## config.mk

```make
export PLATFORM = sky130hd
export DESIGN_NAME = autobaud_ctrl
export DESIGN_NICKNAME = d
export VERILOG_FILES = /design/src/rtl/autobaud_ctrl.sv
export SDC_FILE = /design/constraint.sdc
export NUM_CORES = 1
export LEC_CHECK = 0
export BUFFER_PORTS_ARGS = -buffer_cell sky130_fd_sc_hd__buf_2
export CORE_UTILIZATION = 41
export CTS_BUF_LIST = sky130_fd_sc_hd__clkbuf_8
export DETAILED_ROUTE_END_ITERATION = 8
export GPL_TIMING_DRIVEN = 1
export PLACE_DENSITY = 0.52
export SLEW_MARGIN = 20
export SYNTH_ARGS = -nofsm -noshare
export SYNTH_HDL_FRONTEND = slang
export SYNTH_SLANG_ARGS = --single-unit
```

## constraint.sdc

```tcl
create_clock -name clk_i -period 15.2 [get_ports clk_i]
set_clock_uncertainty 0.1 [all_clocks]
set_input_delay 0.76 -clock clk_i [delete_from_list [all_inputs] [get_ports clk_i]]
set_output_delay 0.76 -clock clk_i [all_outputs]
set_load 0.005 [all_outputs]
```

## src/rtl/autobaud_ctrl.sv

```systemverilog
`default_nettype none
// ============================================================================
// Module   : autobaud_ctrl
// Brief    : Measures a 0x55 sync character on RX and programs baud_gen.
// Revision : 1.0 - initial release
// ============================================================================
module autobaud_ctrl #(
    parameter int OSR   = 16,
    parameter int DIV_W = 8,
    parameter int CNT_W = 16
) (
    input  logic             clk_i,
    input  logic             reset_ni,
    input  logic             en_i,
    input  logic             start_i,
    input  logic             rx_i,
    output logic [DIV_W-1:0] div_o,
    output logic             baud_en_o,
    output logic             busy_o,
    output logic             locked_o,
    output logic             err_o,
    output logic             done_o
);

    localparam logic [2:0] c_S_IDLE       = 3'd0;
    localparam logic [2:0] c_S_WAIT_START = 3'd1;
    localparam logic [2:0] c_S_MEASURE    = 3'd2;
    localparam logic [2:0] c_S_WAIT_STOP  = 3'd3;
    localparam logic [2:0] c_S_LOCKED     = 3'd4;

    localparam int               c_SHIFT   = $clog2(8 * OSR);
    localparam logic [CNT_W-1:0] c_ONE     = CNT_W'(1);
    localparam logic [CNT_W-1:0] c_ROUND   = CNT_W'(4 * OSR);
    localparam logic [CNT_W-1:0] c_CNT_MAX = {CNT_W{1'b1}};
    localparam logic [CNT_W-1:0] c_DIV_MAX = CNT_W'((2 ** DIV_W) - 1);

    logic [2:0]       r_state, w_state_nxt;
    logic             r_rx_q;
    logic [CNT_W-1:0] r_cnt, w_cnt_nxt;
    logic [CNT_W-1:0] r_seg, w_seg_nxt;
    logic [2:0]       r_edge_n, w_edge_nxt;
    logic [CNT_W-1:0] r_i1, w_i1_nxt;
    logic             r_mis, w_mis_nxt;
    logic [CNT_W-1:0] r_total, w_total_nxt;
    logic [DIV_W-1:0] r_div, w_div_nxt;
    logic             r_err, w_err_nxt;
    logic             r_done, w_done_nxt;
    logic             r_busy, w_busy_nxt;
    logic             r_locked, w_locked_nxt;

    logic             w_fall, w_rise;
    logic [CNT_W-1:0] w_cnt_inc, w_seg_inc, w_interval, w_diff;
    logic [CNT_W-1:0] w_div_sum, w_div_calc;
    logic             w_mis_now, w_div_ok;

    assign w_fall     = r_rx_q & ~rx_i;
    assign w_rise     = ~r_rx_q & rx_i;
    assign w_cnt_inc  = (r_cnt == c_CNT_MAX) ? r_cnt : r_cnt + c_ONE;
    assign w_seg_inc  = (r_seg == c_CNT_MAX) ? r_seg : r_seg + c_ONE;
    assign w_interval = r_seg + c_ONE;
    assign w_diff     = (w_interval >= r_i1) ? (w_interval - r_i1) : (r_i1 - w_interval);
    assign w_mis_now  = w_diff > (r_i1 >> 2);
    // Total spans 8 bit periods, so dividing by 8*OSR yields the divisor; +4*OSR rounds.
    assign w_div_sum  = r_total + c_ROUND;
    assign w_div_calc = w_div_sum >> c_SHIFT;
    assign w_div_ok   = (w_div_calc != '0) && (w_div_calc <= c_DIV_MAX);

    always_comb begin
        w_state_nxt = r_state;
        w_cnt_nxt   = r_cnt;
        w_seg_nxt   = r_seg;
        w_edge_nxt  = r_edge_n;
        w_i1_nxt    = r_i1;
        w_mis_nxt   = r_mis;
        w_total_nxt = r_total;
        w_div_nxt   = r_div;
        w_err_nxt   = r_err;
        w_done_nxt  = 1'b0;
        if (!en_i) begin
            w_state_nxt = c_S_IDLE;
        end else begin
            case (r_state)
                c_S_IDLE: begin
                    if (start_i) begin
                        w_state_nxt = c_S_WAIT_START;
                        w_err_nxt   = 1'b0;
                    end
                end
                c_S_WAIT_START: begin
                    if (w_fall) begin
                        w_cnt_nxt   = '0;
                        w_seg_nxt   = '0;
                        w_edge_nxt  = 3'd1;
                        w_mis_nxt   = 1'b0;
                        w_state_nxt = c_S_MEASURE;
                    end
                end
                c_S_MEASURE: begin
                    w_cnt_nxt = w_cnt_inc;
                    w_seg_nxt = w_seg_inc;
                    if (w_cnt_inc == c_CNT_MAX) begin
                        w_state_nxt = c_S_IDLE;
                        w_err_nxt   = 1'b1;
                        w_done_nxt  = 1'b1;
                    end else if (w_fall) begin
                        w_seg_nxt  = '0;
                        w_edge_nxt = r_edge_n + 3'd1;
                        if (r_edge_n == 3'd1) begin
                            w_i1_nxt = w_interval;
                        end else if (w_mis_now) begin
                            w_mis_nxt = 1'b1;
                        end
                        if (r_edge_n == 3'd4) begin
                            w_total_nxt = r_cnt + c_ONE;
                            w_state_nxt = c_S_WAIT_STOP;
                        end
                    end
                end
                c_S_WAIT_STOP: begin
                    if (w_rise) begin
                        w_done_nxt = 1'b1;
                        if (!r_mis && w_div_ok) begin
                            w_div_nxt   = w_div_calc[DIV_W-1:0];
                            w_state_nxt = c_S_LOCKED;
                        end else begin
                            w_err_nxt   = 1'b1;
                            w_state_nxt = c_S_IDLE;
                        end
                    end
                end
                c_S_LOCKED: begin
                    if (start_i) begin
                        w_state_nxt = c_S_WAIT_START;
                    end
                end
                default: w_state_nxt = c_S_IDLE;
            endcase
        end
        w_busy_nxt   = (w_state_nxt == c_S_WAIT_START) || (w_state_nxt == c_S_MEASURE) ||
                       (w_state_nxt == c_S_WAIT_STOP);
        w_locked_nxt = (w_state_nxt == c_S_LOCKED);
    end

    always_ff @(posedge clk_i) begin
        if (!reset_ni) begin
            r_state  <= c_S_IDLE;
            r_rx_q   <= 1'b1;
            r_cnt    <= '0;
            r_seg    <= '0;
            r_edge_n <= 3'd0;
            r_i1     <= '0;
            r_mis    <= 1'b0;
            r_total  <= '0;
            r_div    <= '0;
            r_err    <= 1'b0;
            r_done   <= 1'b0;
            r_busy   <= 1'b0;
            r_locked <= 1'b0;
        end else begin
            r_state  <= w_state_nxt;
            r_rx_q   <= rx_i;
            r_cnt    <= w_cnt_nxt;
            r_seg    <= w_seg_nxt;
            r_edge_n <= w_edge_nxt;
            r_i1     <= w_i1_nxt;
            r_mis    <= w_mis_nxt;
            r_total  <= w_total_nxt;
            r_div    <= w_div_nxt;
            r_err    <= w_err_nxt;
            r_done   <= w_done_nxt;
            r_busy   <= w_busy_nxt;
            r_locked <= w_locked_nxt;
        end
    end

    // baud_gen runs only while locked, so the divisor never changes under it.
    assign div_o     = r_div;
    assign baud_en_o = r_locked;
    assign busy_o    = r_busy;
    assign locked_o  = r_locked;
    assign err_o     = r_err;
    assign done_o    = r_done;

endmodule
`default_nettype wire

```

Yosys cells after proc, flatten, opt, wreduce, memory -nomap -nowiden
Cells that the tools add are included.
{"block": "totals", "regBits": 84, "input_bits": 5, "output_inout_bits": 13, "wordCells": 102}
{"block": "op_classes", "addsub": 6, "order_cmp": 3, "n_eq_ne": 22, "n_mux": 35, "bitwise": 5, "n_reduce_logical": 18}
{"cell": "$mux W16", "count": 6}
{"cell": "$pmux W16 S2", "count": 2}
{"cell": "$eq A16 B16 Y1 const B", "count": 3}
{"cell": "$mux W3", "count": 11}
{"cell": "$add A16 B1 Y16 const B", "count": 2}
{"cell": "$sub A16 B16 Y16", "count": 2}
{"cell": "$ne A2 B2 Y1 const B", "count": 9}
{"cell": "$add A16 B7 Y16 const B", "count": 1}
{"cell": "$ge A16 B16 Y1", "count": 1}
{"cell": "$gt A16 B14 Y1", "count": 1}
{"cell": "$reduce_bool A16 Y1", "count": 1}
{"cell": "$reduce_and A5 Y1", "count": 3}
{"cell": "$eq A3 B2 Y1 const B", "count": 4}
{"cell": "$pmux W3 S4", "count": 1}
{"cell": "$mux W1", "count": 11}
{"cell": "$eq A3 B1 Y1 const B", "count": 3}
{"cell": "$eq A3 B3 Y1 const B", "count": 3}
{"cell": "$le A9 B8 Y1 const B", "count": 1}
{"cell": "$reduce_and A7 Y1", "count": 1}
{"cell": "$pmux W3 S2", "count": 1}
{"cell": "$reduce_and A6 Y1", "count": 1}
{"cell": "$pmux W1 S2", "count": 2}
{"cell": "$reduce_and A4 Y1", "count": 1}
{"cell": "$add A3 B1 Y3 const B", "count": 1}
{"cell": "12 further kinds", "count": 17}

Longest topological paths before layout
{"block": "logic_depth", "ltp_word": 11, "ltp_mapped": 26}

Least setup slack after synthesis
OpenSTA, ideal clock, no wires.
{"block": "synth_path", "kind": "reg-to-reg", "start": "register r_seg[0]", "end": "register r_mis", "setup_ns": 0.125, "arrival_time_ns": 4.753, "required_time_ns": 14.975, "setup_slack_ns": 10.222, "stages_incl_launch_ff": 26, "path_buffers": 4, "cell_sequence": "dfxtp_1 > nand3_1 > nor2_1 > and3_1 > clkbuf_1 > and2_1 > nand3_1 > xnor2_1 > ha_1 > clkbuf_1 > a21o_1 > a21o_1 > a211oi_1 > o211a_1 > buf_2 > buf_2 > o21bai_1 > nand3_1 > a31oi_1 > xnor2_1 > ha_1 > nand4_1 > or4_1 > o221a_2 > nor2_1 > a31oi_1"}
{"block": "synth_between", "elab_chain_cells": 6, "elab_cells_between_ends": 8, "classes_between": "add/sub (3); order compare (2); eq/ne (1); mux (1); reduce/logical (1)"}
{"item": "from (decl)", "line_no": "40", "rtl": "logic [CNT_W-1:0] r_seg, w_seg_nxt;"}
{"item": "from (signal assigned)", "line_no": "163", "rtl": "r_seg <= w_seg_nxt;"}
{"item": "$add A16 B1 Y16 *", "line_no": "60", "rtl": "assign w_interval = r_seg + c_ONE;"}
{"item": "net w_interval[13]", "line_no": "52", "rtl": "logic [CNT_W-1:0] w_cnt_inc, w_seg_inc, w_interval, w_diff;"}
{"item": "$sub A16 B16 Y16 / $ge A16 B16 Y1 (equally long branches)", "line_no": "61", "rtl": "assign w_diff = (w_interval >= r_i1) ? (w_interval - r_i1) : (r_i1 - w_interval);"}
{"item": "$mux W16 *", "line_no": "61"}
{"item": "$gt A16 B14 Y1 *", "line_no": "62", "rtl": "assign w_mis_now = w_diff > (r_i1 >> 2);"}
{"item": "$ne A2 B2 Y1 (no line) *"}
{"item": "$reduce_and A7 Y1 (no line) *"}
{"item": "to (signal assigned)", "line_no": "166", "rtl": "r_mis <= w_mis_nxt;"}
{"item": "to (decl)", "line_no": "43", "rtl": "logic r_mis, w_mis_nxt;"}
Mark *: on every way through the listed nets, which the timed path passes. The rest lies on a longest branch.
A chain may end at the register's enable or synchronous reset.

Worst setup path after layout
Same ends and word-level chain as after synthesis.

==> flow_metrics.py <==
metrics = {
    "status": {
        "outcome": "finished, final reports clean",
    },
    "synthesis": {
        "synthTopCellsByArea": "dfxtp_1 27%, ha_1 11%, nor2_1 5.6%, xnor2_1 4.4%, xor2_1 4.1%",
        "ys_ff_latch": 78,
        "synth_edf_count": 0,
        "seq_area_frac_synth": 0.268,
        "async_flop_share": 0,
        "yosysTopAreaCell": "dfxtp_1",
        "yosys_warnings": 0,
        "synth_fp_nets": 795,
        "synthCells": 737,
        "synth_area_mm2": 0.00582,
        "syn_area_per_cell_um2": 7.90,
        "synth_top_flop_cell": "dfxtp_1",
        "synth_top_area_frac": 0.268,
        "yosysUniqueCellTypes": 65,
    },
    "power": {
        "power.density_mw_per_mm2": 71.0,
        "peakVddDrop_v": 0.0000386,
        "power_uw": 440,
        "leakage_uw": 0.00238,
    },
    "flow_run": {
        "cap_viol_max_count": 0,
    },
    "routing": {
        "antenna_left": 0,
        "wl_per_cell_um": 16.4,
        "drc_errors": 0,
        "drt-pass1-iter-count": 6,
        "drt_iter0_markers": 370,
        "vias": 5158,
        "vias_per_cell": 5.66,
        "routed_wl_mm": 14.9,
    },
    "die": {
        "initial_core_util": 0.419,
        "ios": 18,
        "core-area_mm2": 0.0139,
        "die_h_um": 121,
        "rows": 43,
        "die_w_um": 121,
        "die_area_mm2": 0.0147,
    },
    "layout": {
        "register_area_mm2": 0.00156,
        "diodes": 0,
        "fillers": 1427,
        "nNetsFinal": 784,
        "multi_input_area_mm2": 0.00391,
        "drive_above_1_share": 0.0793,
        "syn_to_final_growth_pct": 6.58,
        "instances_no_fill": 911,
        "stdcell_area_mm2": 0.00620,
    },
    "placement": {
        "gp_congestion": 0.885,
        "port-buffer-count": 17,
        "placed_cells": 895,
        "hpwl_mm": 11.1,
        "post_dp_cell_area_mm2": 0.00595,
    },
    "global_routing": {
        "grt.overflow.total": 0,
        "antenna_found_initial": 0,
        "grt_max_degree": 48,
        "track_usage": 0.214,
        "grt_pass1_vias": 4817,
        "grt_pass1_wl_mm": 24.7,
    },
    "timing": {
        "fin_crit_ps": 6010,
        "fmax_ghz": 0.166,
        "slew_headroom": 0.323,
        "rsz0062_at_grt": "false",
        "final-max-slew-violation-count": 0,
        "finalHoldViolCount": 0,
        "fin_crit_sh": 0.395,
        "tightest_slew_ps": 1020,
        "final-setup-viol-count": 0,
        "tns_ps": 0,
    },
    "worst_setup_path": {
        "crit_start": "r_seg[0]",
        "path_buf_inv": 0,
        "crit_slowest_cell": "o211a_1",
        "crit_required_ps": 15360,
        "crit_fanout": 29,
        "cp-endpoint": "r_mis",
        "r2r_cells": 21,
        "reg2reg_to": "r_mis",
        "crit_cells": 21,
        "end_kind": "register",
        "crit_family": "compound AO/OA/AOI/OAI gates",
        "cp_slowest_stage_delay_ps": 850,
        "path_cells": "nand3_1, nor2_1, and3_1, and2_1, nand3_1, xnor2_1, ha_1, a21o_1, a21o_1, a211oi_1, o211a_1, mux2i_1, o211ai_1, a31oi_1, xnor2_1, ha_1, nand4_1, or4_1, o221a_2, nor2_1, a31oi_1",
        "rrSetupSlack_ps": 9190,
        "path_class": "reg2reg",
        "worst_ep_arrival_time_ps": 6170,
        "start_kind": "register",
        "rr_startpoint": "r_seg[0]",
    },
    "clock_tree": {
        "numCtsBuffers": 9,
        "cts_max_level": 3,
        "cts_max_path_buffers": 2,
        "cts_hold_buf": 0,
        "cts_resized": 0,
        "cts_sinks": 78,
        "post_cts_buffers": 0,
        "cts.clk_slew.worst_paths_ps": 90,
        "clockRootBuffer": "clkbuf_8",
        "cts_tree": "yes",
        "clock_latency_ps": 370,
    },
    "worst_hold_path": {
        "holdCritPathClass": "reg2reg",
    },
}
[Yosys cell counts, types with 2 or more instances]
master / n
and4_1: 4
nand2b_1: 10
nand4_1: 15
ha_1: 51
and3_1: 14
o221a_2: 2
nor3_1: 11
xor2_1: 27
nand2_1: 55
nor2_1: 87
mux2_2: 2
a22oi_1: 7
or3_1: 2
nand3_1: 30
dfxtp_1: 78
buf_2: 9
a31oi_1: 11
o22ai_1: 5
o31ai_1: 2
a21boi_0: 2
o2111ai_1: 2
clkbuf_1: 27
or4_1: 2
o211ai_1: 3
a311oi_1: 6
o21ai_0: 47
nor2b_1: 12
nor4_1: 3
and2_1: 7
nand4b_1: 2
mux2i_1: 8
a21o_1: 10
inv_1: 39
a211oi_1: 26
a21oi_1: 47
o211a_1: 2
buf_4: 4
o21a_1: 2
xnor2_1: 29
a211oi_2: 9
fa_1: 2
[area by class of cell]
cell class	instances	share of cell area
Clock inverter	6	0.0186
Sequential cell	78	0.252
Clock buffer	10	0.0222
Timing Repair Buffer	20	0.0173
Inverter	40	0.0242
Tap cell	180	0.0363
Multi-Input combinational cell	577	0.630
[flip-flops by register name, indices dropped and copies added (netlist names)]
signal,flops
r_mis,1
r_state,3
busy_o,1
r_i1,16
r_total,10
r_rx_q,1
div_o,8
r_edge_n,3
err_o,1
done_o,1
baud_en_o,1
r_seg,16
r_cnt,16
[where the power goes]
part	total (uW)	switching [uW]	internal, uW
Combinational	33.9	20.2	13.7
Clock	201	85.8	115
Sequential	206	1.03	205
[how the worst min path moves through the flow]
stage	from	end	cells after the start
after floorplan	div_o[0]	div_o[0]	2
after global placement	div_o[5]	div_o[5]	2
after detailed placement	div_o[5]	div_o[5]	2
after CTS	div_o[0]	div_o[0]	2
after global routing	div_o[0]	div_o[0]	2
final	div_o[4]	div_o[4]	2
[worst register-to-register path, delay by kind of cell, from the launching register on]
kind,cells,cell delay [ps]
mux,1,300
fa+ha+maj,2,750
flops,1,440
xor+xnor,2,460
compound gates,8,2060
simple gates,8,1780
[metal layers]
metal | vias up | part of all wire | global-route usage | routed length (um)
li1 | 2614 | - | - | -
met1 | 2439 | 0.53 | 0.315 | 7870
met2 | 96 | 0.43 | 0.318 | 6420
met3 | 9 | 0.034 | 0.0343 | 512
met4 | 0 | 0.0076 | 0.0586 | 114
met5 | - | 0 | 0 | 0
[cell usage in the layout, fill, tap and decap left out, types with 3 or more instances in the layout]
cell,count
a21oi_1,47
and4_1,4
nor4_1,3
buf_2,17
and2_1,7
xor2_1,27
and3_1,14
dfxtp_1,78
a22oi_1,7
nand2_1,55
buf_4,3
o211ai_1,3
nand2b_1,10
a311oi_1,6
a211oi_1,26
o22ai_1,5
nand3_1,30
mux2i_1,8
nor2b_1,12
ha_1,51
nand4_1,15
nor3_1,11
xnor2_1,29
clkbuf_8,10
a21o_1,10
inv_1,39
a31oi_1,11
nor2_1,87
bufinv_16,3
o21ai_0,47
a211oi_2,9
[per-stage QoR]
step	util	setup WS (ps)	hold slack (ps)
floorplan	-	10220	352
global placement	0.429	9450	341
detailed placement	0.429	9240	355
CTS	0.447	9240	368
global route	0.447	8730	377
finish	0.447	9190	359
[cells by family after synthesis]
logic type / Yosys count / synth area share
xor gates and xnor gates: 56 / 0.0843
adders and majority gates: 53 / 0.117
and+or+nand+nor: 262 / 0.224
muxes: 10 / 0.0176
AOI/OAI and AO/OA: 196 / 0.229
buffers and inverters: 82 / 0.0606
DFF: 78 / 0.268
Power figures use the tool's default switching activity.
